### src/rtl/bidir_link_ctrl_if.sv
// Handshake and pin-stage bundle for bidir_link_ctrl.
// master = requester/pin stage side, slave = the controller.
interface bidir_link_ctrl_if #(
   parameter int WIDTH = 8
);
   logic             start;
   logic             wr;
   logic [WIDTH-1:0] wdata;
   logic             busy;
   logic             done;
   logic [WIDTH-1:0] rdata;
   logic             dir;
   logic [WIDTH-1:0] data_out;
   logic [WIDTH-1:0] data_in;

   modport master (
      output start, wr, wdata, data_in,
      input  busy, done, rdata, dir, data_out
   );

   modport slave (
      input  start, wr, wdata, data_in,
      output busy, done, rdata, dir, data_out
   );
endinterface

### src/rtl/bidir_link_ctrl.sv
// Half-duplex serial link controller: drives a frame MSB first, or releases the pin,
// waits a turnaround and samples a frame back in. All outputs are registered.
module bidir_link_ctrl #(
   parameter int WIDTH      = 8,
   parameter int BIT_CYCLES = 4,
   parameter int TA_CYCLES  = 2
) (
   input logic              clk,
   input logic              rst_n,
   bidir_link_ctrl_if.slave bus
);

   localparam logic [1:0] S_IDLE   = 2'd0;
   localparam logic [1:0] S_DRIVE  = 2'd1;
   localparam logic [1:0] S_TURN   = 2'd2;
   localparam logic [1:0] S_SAMPLE = 2'd3;

   localparam int BCW = (BIT_CYCLES > 1) ? $clog2(BIT_CYCLES) : 1;
   localparam int TCW = (TA_CYCLES  > 1) ? $clog2(TA_CYCLES)  : 1;
   localparam int ICW = (WIDTH      > 1) ? $clog2(WIDTH)      : 1;

   localparam logic [BCW-1:0] BC_LAST = BCW'(BIT_CYCLES - 1);
   localparam logic [TCW-1:0] TA_LAST = TCW'(TA_CYCLES - 1);
   localparam logic [ICW-1:0] IX_LAST = ICW'(WIDTH - 1);

   logic [1:0]       state_q,  state_d;
   logic [BCW-1:0]   bitcnt_q, bitcnt_d;
   logic [TCW-1:0]   tacnt_q,  tacnt_d;
   logic [ICW-1:0]   bitidx_q, bitidx_d;
   logic [WIDTH-1:0] sh_q,     sh_d;
   logic             wr_q,     wr_d;
   logic             busy_q,   busy_d;
   logic             done_q,   done_d;
   logic             dir_q,    dir_d;
   logic [WIDTH-1:0] dout_q,   dout_d;
   logic [WIDTH-1:0] rdata_q,  rdata_d;

   // Only lane 0 of the read-back bus carries data.
   logic unused_lanes;
   assign unused_lanes = ^bus.data_in;

   always_comb begin
      state_d  = state_q;
      bitcnt_d = bitcnt_q;
      tacnt_d  = tacnt_q;
      bitidx_d = bitidx_q;
      sh_d     = sh_q;
      wr_d     = wr_q;
      busy_d   = busy_q;
      done_d   = 1'b0;
      rdata_d  = rdata_q;

      case (state_q)
         S_IDLE: begin
            if (bus.start) begin
               wr_d     = bus.wr;
               sh_d     = bus.wdata;
               bitcnt_d = '0;
               tacnt_d  = '0;
               bitidx_d = '0;
               busy_d   = 1'b1;
               state_d  = bus.wr ? S_DRIVE : S_TURN;
            end
         end
         S_DRIVE: begin
            if (bitcnt_q == BC_LAST) begin
               bitcnt_d = '0;
               if (bitidx_q == IX_LAST) begin
                  bitidx_d = '0;
                  state_d  = S_TURN;
               end else begin
                  bitidx_d = bitidx_q + ICW'(1);
                  sh_d     = sh_q << 1;
               end
            end else begin
               bitcnt_d = bitcnt_q + BCW'(1);
            end
         end
         S_TURN: begin
            if (tacnt_q == TA_LAST) begin
               tacnt_d = '0;
               if (wr_q) begin
                  state_d = S_IDLE;
                  busy_d  = 1'b0;
                  done_d  = 1'b1;
               end else begin
                  state_d = S_SAMPLE;
               end
            end else begin
               tacnt_d = tacnt_q + TCW'(1);
            end
         end
         default: begin
            // Sample on the last clock of each bit period, shifting in MSB first.
            if (bitcnt_q == BC_LAST) begin
               bitcnt_d = '0;
               sh_d     = (sh_q << 1) | WIDTH'(bus.data_in[0]);
               if (bitidx_q == IX_LAST) begin
                  bitidx_d = '0;
                  state_d  = S_IDLE;
                  busy_d   = 1'b0;
                  done_d   = 1'b1;
                  rdata_d  = sh_d;
               end else begin
                  bitidx_d = bitidx_q + ICW'(1);
               end
            end else begin
               bitcnt_d = bitcnt_q + BCW'(1);
            end
         end
      endcase

      // Pin outputs are decoded from the next state so they line up with it.
      dir_d  = (state_d == S_DRIVE);
      dout_d = (state_d == S_DRIVE) ? {WIDTH{sh_d[WIDTH-1]}} : '0;
   end

   always_ff @(posedge clk or negedge rst_n) begin
      if (!rst_n) begin
         state_q  <= S_IDLE;
         bitcnt_q <= '0;
         tacnt_q  <= '0;
         bitidx_q <= '0;
         sh_q     <= '0;
         wr_q     <= 1'b0;
         busy_q   <= 1'b0;
         done_q   <= 1'b0;
         dir_q    <= 1'b0;
         dout_q   <= '0;
         rdata_q  <= '0;
      end else begin
         state_q  <= state_d;
         bitcnt_q <= bitcnt_d;
         tacnt_q  <= tacnt_d;
         bitidx_q <= bitidx_d;
         sh_q     <= sh_d;
         wr_q     <= wr_d;
         busy_q   <= busy_d;
         done_q   <= done_d;
         dir_q    <= dir_d;
         dout_q   <= dout_d;
         rdata_q  <= rdata_d;
      end
   end

   assign bus.busy     = busy_q;
   assign bus.done     = done_q;
   assign bus.dir      = dir_q;
   assign bus.data_out = dout_q;
   assign bus.rdata    = rdata_q;

endmodule

### src/flat_wrapper.sv
// flat-port wrapper written by rule: the top's interface ports become plain ports
module bidir_link_ctrl_flat 
#(
   parameter int WIDTH      = 8,
   parameter int BIT_CYCLES = 4,
   parameter int TA_CYCLES  = 2
)
  (clk, rst_n, bus_start, bus_wr, bus_wdata, bus_data_in, bus_busy, bus_done, bus_rdata, bus_dir, bus_data_out);
  bidir_link_ctrl_if #(.WIDTH(WIDTH)) bus_i ();
  input logic clk;
  input logic rst_n;
  input wire logic [$bits(bus_i.start)-1:0] bus_start;
  input wire logic [$bits(bus_i.wr)-1:0] bus_wr;
  input wire logic [$bits(bus_i.wdata)-1:0] bus_wdata;
  input wire logic [$bits(bus_i.data_in)-1:0] bus_data_in;
  output wire logic [$bits(bus_i.busy)-1:0] bus_busy;
  output wire logic [$bits(bus_i.done)-1:0] bus_done;
  output wire logic [$bits(bus_i.rdata)-1:0] bus_rdata;
  output wire logic [$bits(bus_i.dir)-1:0] bus_dir;
  output wire logic [$bits(bus_i.data_out)-1:0] bus_data_out;
  assign bus_i.start = bus_start;
  assign bus_i.wr = bus_wr;
  assign bus_i.wdata = bus_wdata;
  assign bus_i.data_in = bus_data_in;
  assign bus_busy = bus_i.busy;
  assign bus_done = bus_i.done;
  assign bus_rdata = bus_i.rdata;
  assign bus_dir = bus_i.dir;
  assign bus_data_out = bus_i.data_out;
  bidir_link_ctrl #(.WIDTH(WIDTH), .BIT_CYCLES(BIT_CYCLES), .TA_CYCLES(TA_CYCLES)) u_core (.clk(clk), .rst_n(rst_n), .bus(bus_i));
endmodule
### config.mk
export PLATFORM = sky130hd
export DESIGN_NAME = bidir_link_ctrl_flat
export DESIGN_NICKNAME = d
export VERILOG_FILES = /design/src/rtl/bidir_link_ctrl_if.sv /design/src/rtl/bidir_link_ctrl.sv /design/src/flat_wrapper.sv
export SDC_FILE = /design/constraint.sdc
export NUM_CORES = 1
export LEC_CHECK = 0
export ABC_AREA = 1
export BUFFER_PORTS_ARGS = -buffer_cell sky130_fd_sc_hd__buf_4
export CAP_MARGIN = 0
export CORE_MARGIN = 3
export CORE_UTILIZATION = 29
export DETAILED_ROUTE_END_ITERATION = 7
export HOLD_SLACK_MARGIN = 0.05
export PLACE_DENSITY = 0.47
export RECOVER_POWER = 25
export SKIP_LAST_GASP = 1
export SLEW_MARGIN = 20
export SYNTH_ARGS = -nofsm -noshare
export SYNTH_HDL_FRONTEND = slang
export SYNTH_SLANG_ARGS = --single-unit
### constraint.sdc
create_clock -name clk -period 2.15 [get_ports clk]
set_clock_uncertainty 0.1 [all_clocks]
set_input_delay 0.43 -clock clk [delete_from_list [all_inputs] [get_ports clk]]
set_output_delay 0.43 -clock clk [all_outputs]
set_load 0.02 [all_outputs]
Word-level counts from Yosys, hierarchy flattened --
Cells that the tools add are included.
Cells by class: muxes and demuxes 36, equal/unequal tests 10, bitwise operators 4, add/subtract/negate cells 3, reduce and logical (&&, ||, !) cells 14
Operators with widths (number):
- $mux 8 | 5
- $pmux 8 s3 | 1
- $mux 2 | 10
- $mux 1 | 11
- $mux 3 | 3
- $or 8x1->8 | 1
- $ne 2x1->1 const B | 3
- $pmux 2 s3 | 1
- $pmux 3 s2 | 1
- $reduce_and 2->1 | 3
- $reduce_and 3->1 | 2
- $reduce_and 6->1 | 1
- $reduce_bool 3->1 | 2
- $reduce_and 5->1 | 1
- $eq 2x1->1 const B | 2
- $eq 2x2->1 const B | 2
- $ne 2x2->1 const B | 2
- $pmux 1 s2 | 2
- $pmux 2 s2 | 1
- $reduce_bool 2->1 | 2
- $add 3x1->3 const B | 1
- $eq 3x3->1 const B | 1
- $not 1->1 | 3
- $pmux 1 s3 | 1
- 5 further kinds | 5
Word-level totals: input port bits 20, word-level logic and storage cells 79, bits in registers 36, output and inout bits 19

Longest topological paths before layout --
depth after elaboration 6, mapped depth 9, mapped depth without buffers 9

Worst setup path before layout --
Ideal clock, no wire load.
path type reg-to-reg, start point register u_core.bitcnt_q[0], end point register u_core.rdata_q[2] (netlist: u_core.bus.rdata[2]), data arrival time 1.372 ns, path buffers 2, cell stages (with the launch flop) 7, period minus slack after synthesis 1.600 ns, data required time 1.923 ns, library setup time 0.127 ns, slack 0.550 ns, cells stage by stage dfrtp_1 -> ha_1 -> buf_2 -> nand2_1 -> nor2_2 -> buf_4 -> mux2_1
Between the ends: word-level cells in the longest chain between the ends 2
Ends and longest elaborated chain:
- from (decl) | RTL line bidir_link_ctrl.sv:27 | logic [BCW-1:0] bitcnt_q, bitcnt_d;
- from (signal assigned) | RTL line bidir_link_ctrl.sv:133 | bitcnt_q <= bitcnt_d;
- $eq 2x2->1 | RTL line bidir_link_ctrl.sv:95 | if (bitcnt_q == BC_LAST) begin
- $reduce_and 3->1 (no line)
- to (signal assigned) | RTL line bidir_link_ctrl.sv:142 | rdata_q <= rdata_d;
- to (decl) | RTL line bidir_link_ctrl.sv:36 | logic [WIDTH-1:0] rdata_q, rdata_d;
No other way between the ends. A chain may end at the register's enable or synchronous reset.

Final worst setup path --
start point register u_core.bitcnt_q[0], end point register u_core.rdata_q[4] (netlist: u_core.bus.rdata[4])
Same word-level chain as after synthesis.

==> metrics.cfg <==
[logic_synthesis]
synth_top_area_cell = dfrtp_1
ys_warn_count = 0
yosys.area.top_type_share_pct = 49.4
synth_xor_area_share_pct = 0
muxShareOfSynthArea_pct = 4.60
synth_area_sq_um = 1470
yosys.area_share.simple_pct = 22.1
synth_edf_count = 0
synth.distinct_cells = 25
ys_ff_latch = 29
synth_area_per_cell_sq_um = 8.53
synth_fa_ha_area_share_pct = 2.56
async_reset_ff_share_pct = 100
synth_compound_area_share_pct = 11.0
synth_ff_type = dfrtp_1
synthCells = 172
ys_seq_area_share_pct = 49.4
synth_top_family_by_area = simple AND/OR/NAND/NOR gates
synth_area_leaders = dfrtp_1, nand2_1, nor2_1
synth_nets = 195

[placed_design]
dp_slack_ps = 394
io_buffers = 31
dpl.hpwl_um = 2360
gp_congestion = 0.874
dp_cells = 262

[clocking]
post_cts_resized = 0
cts_buffer_depth = 2
cts_tree = yes
htreeDepth = 2
cts_sinks = 29
clockRootBuffer = clkbuf_8
clk_latency_ps = 280
clk_pin_slew_ps = 60
numCtsBuffers = 5
post_cts_buffers = 0

[floorplanning]
core-area_sq_um = 4820
rows = 25
start_util_pct = 30.5
ios = 39
die_y_um = 77.1
die_w_um = 77.1
die_area_sq_um = 5950

[grt]
track_usage_pct = 12.0
grt_first_pass_wirelength_um = 5560
overflow = 0
grt_pass1_vias = 1161
grt_max_degree = 30
antenna_found_initial = 0

[power]
vdd_drop_max_mv = 0.454
power_density_nw_per_um2 = 1180
p_leak_nw = 0.962
power_mw = 2.14

[timing]
finalMaxSlewViolations = 0
worst_slack_ps = 394
setup_viol = 0
tightest_slew_ps = 744
fmax_ghz = 0.569
relSlewSlack_pct = 50.4
hold_violations = 0
finalSetupTns_ps = 0
min_period_ps = 1760
fin_crit_sh_pct = 81.7
rsz0062_at_grt = false

[finish]
n_antenna_cell = 0
syn_to_final_growth_pct = 23.8
num-nets-final = 226
fin_cells = 271
layout_common_cells = nand2_1, buf_4, dfrtp_1
fill_cells = 520
layout_commonest_cell = nand2_1
drive_gt1_share_pct = 26.5

[min_path]
hold_path_class = in -> reg

[worst_setup_path]
setup.worst_path.class = reg -> reg
path_max_fanout = 12
cp.arrival_ps = 1820
cp.required_ps = 2210
start_kind = flop
worst_setup_path_end_kind = flop

[route]
routed-via-count = 1186
postRouteAntennaNets = 0
drt_iter0_markers = 47
wl_per_cell_um = 11.9
drc = 0
viasPerCell = 4.38
drt_wl_total_um = 3230
dr.pass1.iters = 4

[outcome]
status = finished, final reports clean

[job]
maxCapViolCount = 0

-- per-stage QoR --
stage,cell area [sq um],hold WS [ps],utilization (%)
4_1_cts,1820,276,37.8
2_1_floorplan,1470,34.4,-
6_report,1820,279,37.7
3_3_place_gp,1730,279,35.8
5_1_grt,1820,273,37.7
3_5_place_dp,1730,286,35.8
-- layout make-up --
type                    count  area, sq um  share of cell area, %
flip-flops and latches     29          726                   39.9
inverters                  23         86.3                   4.75
multi-input cells         111          591                   32.5
repair buffers             33          248                   13.6
well taps                  67         83.8                   4.61
clock buffers               6         72.6                   3.99
clock inverters             2         10.0                  0.551
-- synth_stat cells (2+ instances only) --
cell and count:
nand2_1 42, dfrtp_1 29, nor2_1 21, inv_1 17
buf_4 8, o21ai_0 8, inv_2 6, mux2_1 6
nand3_1 6, o21ai_1 6, a21oi_1 4, ha_1 3
nor2_2 3, o31ai_1 2
-- per-layer routing --
metal / share of wire [%] / up-vias / track usage [%]
met2: 47 / 29 / 18.7
met4: 1.6 / 0 / 4.63
met5: 0 / - / 0
met1: 46 / 548 / 14.8
met3: 5.1 / 8 / 4.69
li1: - / 601 / -
-- state kept, by name (all words and copies together) (netlist names) --
signal	count
u_core.bitcnt_q	2
u_core.bitidx_q	3
u_core.bus.busy	1
u_core.bus.data_out	1
u_core.bus.dir	1
u_core.bus.done	1
u_core.bus.rdata	8
u_core.sh_q	8
u_core.state_q	2
u_core.tacnt_q	1
u_core.wr_q	1
-- path summary, 6_finish.rpt --
kind                                                 from                               to  slack, ps  cells past startpoint
min reg2reg                u_core.bitcnt_q[0]$_DFFE_PN0P_   u_core.bitcnt_q[0]$_DFFE_PN0P_        380                      1
max                        u_core.bitcnt_q[0]$_DFFE_PN0P_  u_core.bus.rdata[4]$_DFFE_PN0P_        390                      5
max in group asynchronous                           rst_n   u_core.bitcnt_q[1]$_DFFE_PN0P_        830                      2
min in group asynchronous                           rst_n  u_core.bus.rdata[7]$_DFFE_PN0P_        650                      2
max reg2reg                u_core.bitcnt_q[0]$_DFFE_PN0P_  u_core.bus.rdata[4]$_DFFE_PN0P_        390                      5
min                                          bus_wdata[0]       u_core.sh_q[0]$_DFFE_PN0P_        280                      3
-- timing repair --
action | CTS | global route
hold buffers | 1 | 0
hold endpoints to repair | 29 | 0
setup endpoints to repair | 0 | 0
-- power by group --
| group | internal, mW | switching (mW) | total (mW) |
|---|---|---|---|
| registers | 0.710 | 0.126 | 0.836 |
| logic | 0.314 | 0.571 | 0.885 |
| clock network | 0.223 | 0.199 | 0.422 |
-- logic make-up after synthesis --
family | after synthesis
and+or+nand+nor | 76
buffers and inverters | 32
DFF | 29
AOI/OAI and AO/OA | 26
muxes | 6
adders and majority gates | 3
-- worst max-delay path: stages, from the launching register on --
cell     delay, ps
dfrtp_1        360
ha_1           350
nand2_1        170
nor2_2         130
buf_4          200
mux2_1         340
Power figures use the tool's default switching activity.
